### src/rtl/serial_frame_unpacker_if.sv
// Stream-in / word-out bundle of the serial frame unpacker.
// The master side drives the serial stream and the read address; the slave side is the unpacker.
interface serial_frame_unpacker_if #(
  parameter int FCNT_W = 8
) ();
  logic              ena_in;
  logic              data_in;
  logic [3:0]        rd_addr;
  logic [3:0]        rd_data;
  logic              word_valid;
  logic [3:0]        word_addr;
  logic [3:0]        word_data;
  logic              frame_done;
  logic              frame_err;
  logic [FCNT_W-1:0] frame_cnt;
  logic              busy;

  modport master (
    output ena_in, data_in, rd_addr,
    input  rd_data, word_valid, word_addr, word_data,
    input  frame_done, frame_err, frame_cnt, busy
  );

  modport slave (
    input  ena_in, data_in, rd_addr,
    output rd_data, word_valid, word_addr, word_data,
    output frame_done, frame_err, frame_cnt, busy
  );
endinterface

### src/rtl/serial_frame_unpacker.sv
// Rebuilds {addr,data} bytes from an LSB-first serial stream and stores each data nibble
// in a 16x4 register file at its address nibble; flags word, frame and abort events.
module serial_frame_unpacker #(
  parameter int FRAME_WORDS = 16,
  parameter int FCNT_W      = 8
) (
  input logic                    clk,
  input logic                    rst,
  serial_frame_unpacker_if.slave bus
);

  typedef enum logic [0:0] {
    IDLE = 1'b0,
    RECV = 1'b1
  } state_t;

  localparam logic [3:0] LAST_WORD = 4'(FRAME_WORDS - 1);

  state_t              state_r;
  state_t              next_state_s;
  logic [2:0]          bit_cnt_r;
  logic [3:0]          word_cnt_r;
  logic [6:0]          shift_r;
  logic [6:0]          shift_next_s;
  logic [3:0]          regfile_r [16];
  logic                word_valid_r;
  logic                frame_done_r;
  logic                frame_err_r;
  logic [3:0]          word_addr_r;
  logic [3:0]          word_data_r;
  logic [FCNT_W-1:0]   frame_cnt_r;
  logic                busy_r;
  logic                sample_s;
  logic                word_end_s;
  logic                frame_end_s;
  logic                abort_s;
  logic [3:0]          wr_addr_s;
  logic [3:0]          wr_data_s;

  // Next-state decode and per-edge event strobes
  always_comb begin
    next_state_s = state_r;
    sample_s     = 1'b0;
    abort_s      = 1'b0;
    case (state_r)
      IDLE: begin
        if (bus.ena_in) begin
          // Entering edge already samples bit 0, so there is no dead cycle.
          next_state_s = RECV;
          sample_s     = 1'b1;
        end else begin
          next_state_s = IDLE;
        end
      end
      RECV: begin
        if (bus.ena_in) begin
          next_state_s = RECV;
          sample_s     = 1'b1;
        end else begin
          next_state_s = IDLE;
          abort_s      = (bit_cnt_r != 3'd0) || (word_cnt_r != 4'd0);
        end
      end
      default: begin
        next_state_s = IDLE;
      end
    endcase
    word_end_s  = sample_s && (bit_cnt_r == 3'd7);
    frame_end_s = word_end_s && (word_cnt_r == LAST_WORD);
  end

  // Shift-register update and completed-word fields (bit 7 comes straight from data_in)
  always_comb begin
    shift_next_s = shift_r;
    for (int i = 0; i < 7; i++) begin
      if (bit_cnt_r == 3'(i)) begin
        shift_next_s[i] = bus.data_in;
      end else begin
        shift_next_s[i] = shift_r[i];
      end
    end
    wr_addr_s = {bus.data_in, shift_r[6:4]};
    wr_data_s = shift_r[3:0];
  end

  // FSM, counters, shift register and registered status outputs
  always_ff @(posedge clk) begin
    if (rst) begin
      state_r      <= IDLE;
      bit_cnt_r    <= 3'd0;
      word_cnt_r   <= 4'd0;
      shift_r      <= 7'd0;
      word_valid_r <= 1'b0;
      frame_done_r <= 1'b0;
      frame_err_r  <= 1'b0;
      word_addr_r  <= 4'd0;
      word_data_r  <= 4'd0;
      frame_cnt_r  <= '0;
      busy_r       <= 1'b0;
    end else begin
      state_r      <= next_state_s;
      busy_r       <= (next_state_s == RECV);
      word_valid_r <= word_end_s;
      frame_done_r <= frame_end_s;
      frame_err_r  <= abort_s;
      if (sample_s) begin
        shift_r   <= shift_next_s;
        bit_cnt_r <= bit_cnt_r + 3'd1;
        if (word_end_s) begin
          word_addr_r <= wr_addr_s;
          word_data_r <= wr_data_s;
          if (frame_end_s) begin
            word_cnt_r  <= 4'd0;
            frame_cnt_r <= frame_cnt_r + FCNT_W'(1);
          end else begin
            word_cnt_r <= word_cnt_r + 4'd1;
          end
        end
      end else begin
        // Stream stopped: any partial word is discarded and the next start is word 0.
        bit_cnt_r  <= 3'd0;
        word_cnt_r <= 4'd0;
        shift_r    <= 7'd0;
      end
    end
  end

  // Register file: cleared on reset, written only by a completed word
  always_ff @(posedge clk) begin
    if (rst) begin
      for (int i = 0; i < 16; i++) begin
        regfile_r[i] <= 4'd0;
      end
    end else if (word_end_s) begin
      regfile_r[wr_addr_s] <= wr_data_s;
    end
  end

  assign bus.rd_data    = regfile_r[bus.rd_addr];
  assign bus.word_valid = word_valid_r;
  assign bus.frame_done = frame_done_r;
  assign bus.frame_err  = frame_err_r;
  assign bus.word_addr  = word_addr_r;
  assign bus.word_data  = word_data_r;
  assign bus.frame_cnt  = frame_cnt_r;
  assign bus.busy       = busy_r;

endmodule

### src/flat_wrapper.sv
// flat-port wrapper written by rule: the top's interface ports become plain ports
module serial_frame_unpacker_flat 
#(
  parameter int FRAME_WORDS = 16,
  parameter int FCNT_W      = 8
)
  (clk, rst, bus_ena_in, bus_data_in, bus_rd_addr, bus_rd_data, bus_word_valid, bus_word_addr, bus_word_data, bus_frame_done, bus_frame_err, bus_frame_cnt, bus_busy);
  serial_frame_unpacker_if #(.FCNT_W(FCNT_W)) bus_i ();
  input logic clk;
  input logic rst;
  input wire logic [$bits(bus_i.ena_in)-1:0] bus_ena_in;
  input wire logic [$bits(bus_i.data_in)-1:0] bus_data_in;
  input wire logic [$bits(bus_i.rd_addr)-1:0] bus_rd_addr;
  output wire logic [$bits(bus_i.rd_data)-1:0] bus_rd_data;
  output wire logic [$bits(bus_i.word_valid)-1:0] bus_word_valid;
  output wire logic [$bits(bus_i.word_addr)-1:0] bus_word_addr;
  output wire logic [$bits(bus_i.word_data)-1:0] bus_word_data;
  output wire logic [$bits(bus_i.frame_done)-1:0] bus_frame_done;
  output wire logic [$bits(bus_i.frame_err)-1:0] bus_frame_err;
  output wire logic [$bits(bus_i.frame_cnt)-1:0] bus_frame_cnt;
  output wire logic [$bits(bus_i.busy)-1:0] bus_busy;
  assign bus_i.ena_in = bus_ena_in;
  assign bus_i.data_in = bus_data_in;
  assign bus_i.rd_addr = bus_rd_addr;
  assign bus_rd_data = bus_i.rd_data;
  assign bus_word_valid = bus_i.word_valid;
  assign bus_word_addr = bus_i.word_addr;
  assign bus_word_data = bus_i.word_data;
  assign bus_frame_done = bus_i.frame_done;
  assign bus_frame_err = bus_i.frame_err;
  assign bus_frame_cnt = bus_i.frame_cnt;
  assign bus_busy = bus_i.busy;
  serial_frame_unpacker #(.FRAME_WORDS(FRAME_WORDS), .FCNT_W(FCNT_W)) u_core (.clk(clk), .rst(rst), .bus(bus_i));
endmodule
### config.mk
export PLATFORM = sky130hd
export DESIGN_NAME = serial_frame_unpacker_flat
export DESIGN_NICKNAME = d
export VERILOG_FILES = /design/src/rtl/serial_frame_unpacker_if.sv /design/src/rtl/serial_frame_unpacker.sv /design/src/flat_wrapper.sv
export SDC_FILE = /design/constraint.sdc
export NUM_CORES = 1
export LEC_CHECK = 0
export CAP_MARGIN = 0
export CORE_UTILIZATION = 54
export CTS_CLUSTER_SIZE = 28
export DETAILED_ROUTE_END_ITERATION = 10
export GPL_TIMING_DRIVEN = 1
export MAX_ROUTING_LAYER = met4
export PLACE_DENSITY = 0.76
export SYNTH_ARGS = -nofsm -noshare
export SYNTH_HDL_FRONTEND = slang
export SYNTH_SLANG_ARGS = --single-unit
### constraint.sdc
create_clock -name clk -period 2.6 [get_ports clk]
set_input_delay 0.39 -clock clk [delete_from_list [all_inputs] [get_ports clk]]
set_output_delay 0.39 -clock clk [all_outputs]
set_load 0.05 [all_outputs]
==> impl_metrics.ini <==
[outcome]
outcome = complete, no violations

[placed_design]
placed_area_mm2 = 0.00485
gp_congestion = 0.847
dp_hpwl_um = 6500
pre_cts_slack_ns = 0.0859
numPlacedInstances = 509
io_buffer_count = 31

[grt]
grt_pass1_wl_um = 14600
grt_max_degree = 19
first_global_vias = 2947
grt_usage = 0.234
overflow = 0
grt_antenna_before_repair = 0

[yosys]
synthCells = 387
ys_seq_elements = 98
post_synth_num_cell_types = 38
synth_top_flop_cell = edfxtp_1
synth_enable_flop_cells = 64
synth_area_mm2 = 0.00445
avgSynthCellArea_um2 = 11.5
synthesis.nets = 404
synth_warnings = 0
ys_seq_area_frac = 0.585
synthArstFlopShare = 0

[detailed_routing]
drtIter0Drc = 190
dr.pass1.iters = 5
vias = 2990
drc = 0
wl_per_cell_um = 17.2
vias_per_cell = 5.70
wl_um = 9040
ant_nets = 0

[worst_setup_path]
critPathKind = input port to output port
crit_arrival_ns = 2.08
path_max_fanout = 9
end_kind = output port
worst_setup_path_start_kind = input port
worstPathRequired_ns = 2.21

[clock_network]
ctsHtreeMaxLevel = 3
cts_root_buf = clkbuf_8
cts_inserted_buffers = 9
insertion_delay_ns = 0.36
cts_tree = done
numClockSinks = 98
cts_setup_buffers = 0
cts_buffer_depth = 2
path_clk_slew_ns = 0.09

[pwr]
p_leak_nw = 1.78
vdd_drop_max_mv = 0.252
powerDensity_mw_per_mm2 = 578

[sta]
min_period_over_period = 0.952
fin_crit_ns = 2.47
finalSetupTns_ns = 0
final_hold_viol_count = 0
clock_skew_ns = 0.00695
relSlewSlack = 0.650
finalWorstSetupSlack_ns = 0.125
slew_viol_final = 0
whs_ns = 0.460
rsz0062_at_grt = no
setup_violations = 0
max_slew.worst_pin.slew_ns = 0.523
fmax_mhz = 404

[cells_and_area]
drive_gt1_frac = 0.135
fin_area_mm2 = 0.00506
nets = 435
num_antenna_cells = 0
nFillCells = 618
instances_no_fill = 525
area_growth_pct = 13.8

[floorplanning]
die-area_mm2 = 0.00860
core-area_mm2 = 0.00785
num_io_pins = 32
die_x_um = 92.8
rows = 32
fp.dieH_um = 92.8
start_util = 0.567

[flow_run]
max_cap_violations = 0

[hold_path]
hold_class = register to register
==> power by group <==
group          internal (mW)  switching [mW]  total [mW]
logic                 0.0861           0.114       0.200
clock network          0.460           0.556        1.02
registers               1.69          0.0189        1.71
total                   2.23           0.689        2.92
==> layer usage <==
metal / routed length [µm] / GRT usage
met4: 136 / 0.0846
met5: 0 / -
met1: 3840 / 0.299
met2: 4340 / 0.376
met3: 730 / 0.0411
==> worst max-delay path: stages <==
cell and delay (ns):
clkdlybuf4s50_1 0.51, buf_12 0.15, mux4_2 0.52, a22oi_2 0.21
nand3_1 0.11, buf_4 0.20
==> cell families (layout without fill, tap and decap cells) <==
logic type               count (synthesis)  count (layout)  synth area share
AO/OA/AOI/OAI                           42              42            0.0602
XOR/XNOR                                 8               8            0.0158
adder cells (fa/ha/maj)                  9               9            0.0253
buffers and inverters                   33              69            0.0411
flip-flops                              98              98             0.585
multiplexers                            20              20            0.0903
AND/OR/NAND/NOR                        177             177             0.182
==> what timing repair did <==
action,CTS,global route
endpoints found under the setup margin,0,1
hold buffers,0,0
resized for setup,0,1
==> sequential cells by signal (all words and copies together) (netlist names) <==
register	flops
u_core.bus.busy	1
u_core.bus.frame_done	1
u_core.shift_r	7
u_core.bus.word_addr	4
u_core.bus.word_data	4
u_core.regfile_r	64
u_core.bus.word_valid	1
u_core.bit_cnt_r	3
u_core.word_cnt_r	4
u_core.bus.frame_err	1
u_core.bus.frame_cnt	8
==> metrics by stage <==
step                utilization  power [mW]
floorplan                     -        1.87
global placement          0.618        1.94
detailed placement        0.618        1.94
CTS                       0.644        2.92
global route              0.645        3.01
finish                    0.645        2.92
==> placed cells by master, fill, tap and decap left out, types with 3 or more instances in the layout <==
cell and n:
clkdlybuf4s50_1 27, inv_1 9, and2_1 4, mux4_2 16, buf_4 15, a22oi_1 3
nor3_1 5, mux2i_1 3, dfxtp_1 34, edfxtp_1 64, ha_1 9, nand3_1 18
o21bai_1 4, o21ai_0 3, a21oi_1 15, a21o_1 12, clkbuf_8 9, nor2b_1 5
xnor2_1 7, nand2_1 47, nor2_1 86
==> layout make-up <==
class / instances / area (µm²) / area share
clock buffers: 9 / 124 / 0.0245
clock inverters: 7 / 82.6 / 0.0163
inverters: 9 / 33.8 / 0.00667
multi-input cells: 256 / 1670 / 0.330
flip-flops and latches: 98 / 2600 / 0.514
well taps: 102 / 128 / 0.0252
repair buffers: 44 / 423 / 0.0836
==> path summary, 6_finish.rpt <==
path / from / endpoint / slack, ns / cells past startpoint
setup / recovery: bus_rd_addr[0] / bus_rd_data[2] / 0.13 / 6
hold / removal: u_core.bus.busy / u_core.bus.frame_err / 0.46 / 2
setup reg to reg: u_core.bit_cnt_r[0] / u_core.regfile_r[12][0] / 0.39 / 5
hold reg to reg: u_core.bus.busy / u_core.bus.frame_err / 0.46 / 2
==> cell usage after synthesis, types with 2 or more instances <==
cell      number  area [µm²]
a21boi_0       2        15.0
a21o_1        12        90.1
a21oi_1       15        75.1
a22oi_1        4        30.0
a31oi_1        2        12.5
and2_1         4        25.0
buf_2          7        35.0
buf_6          4        45.0
clkbuf_1      11        41.3
dfxtp_1       34         681
edfxtp_1      64        1920
ha_1           9         113
inv_1          9        33.8
mux2i_1        3        30.0
mux4_2        16         360
nand2_1       47         176
nand3_1       18        90.1
nor2_1        86         323
nor2b_1        5        31.3
nor3_1         5        25.0
nor4_4         2        42.5
o21ai_0        3        15.0
o21bai_1       4        30.0
xnor2_1        7        61.3
No activity file was read; power rests on OpenSTA's default activity.
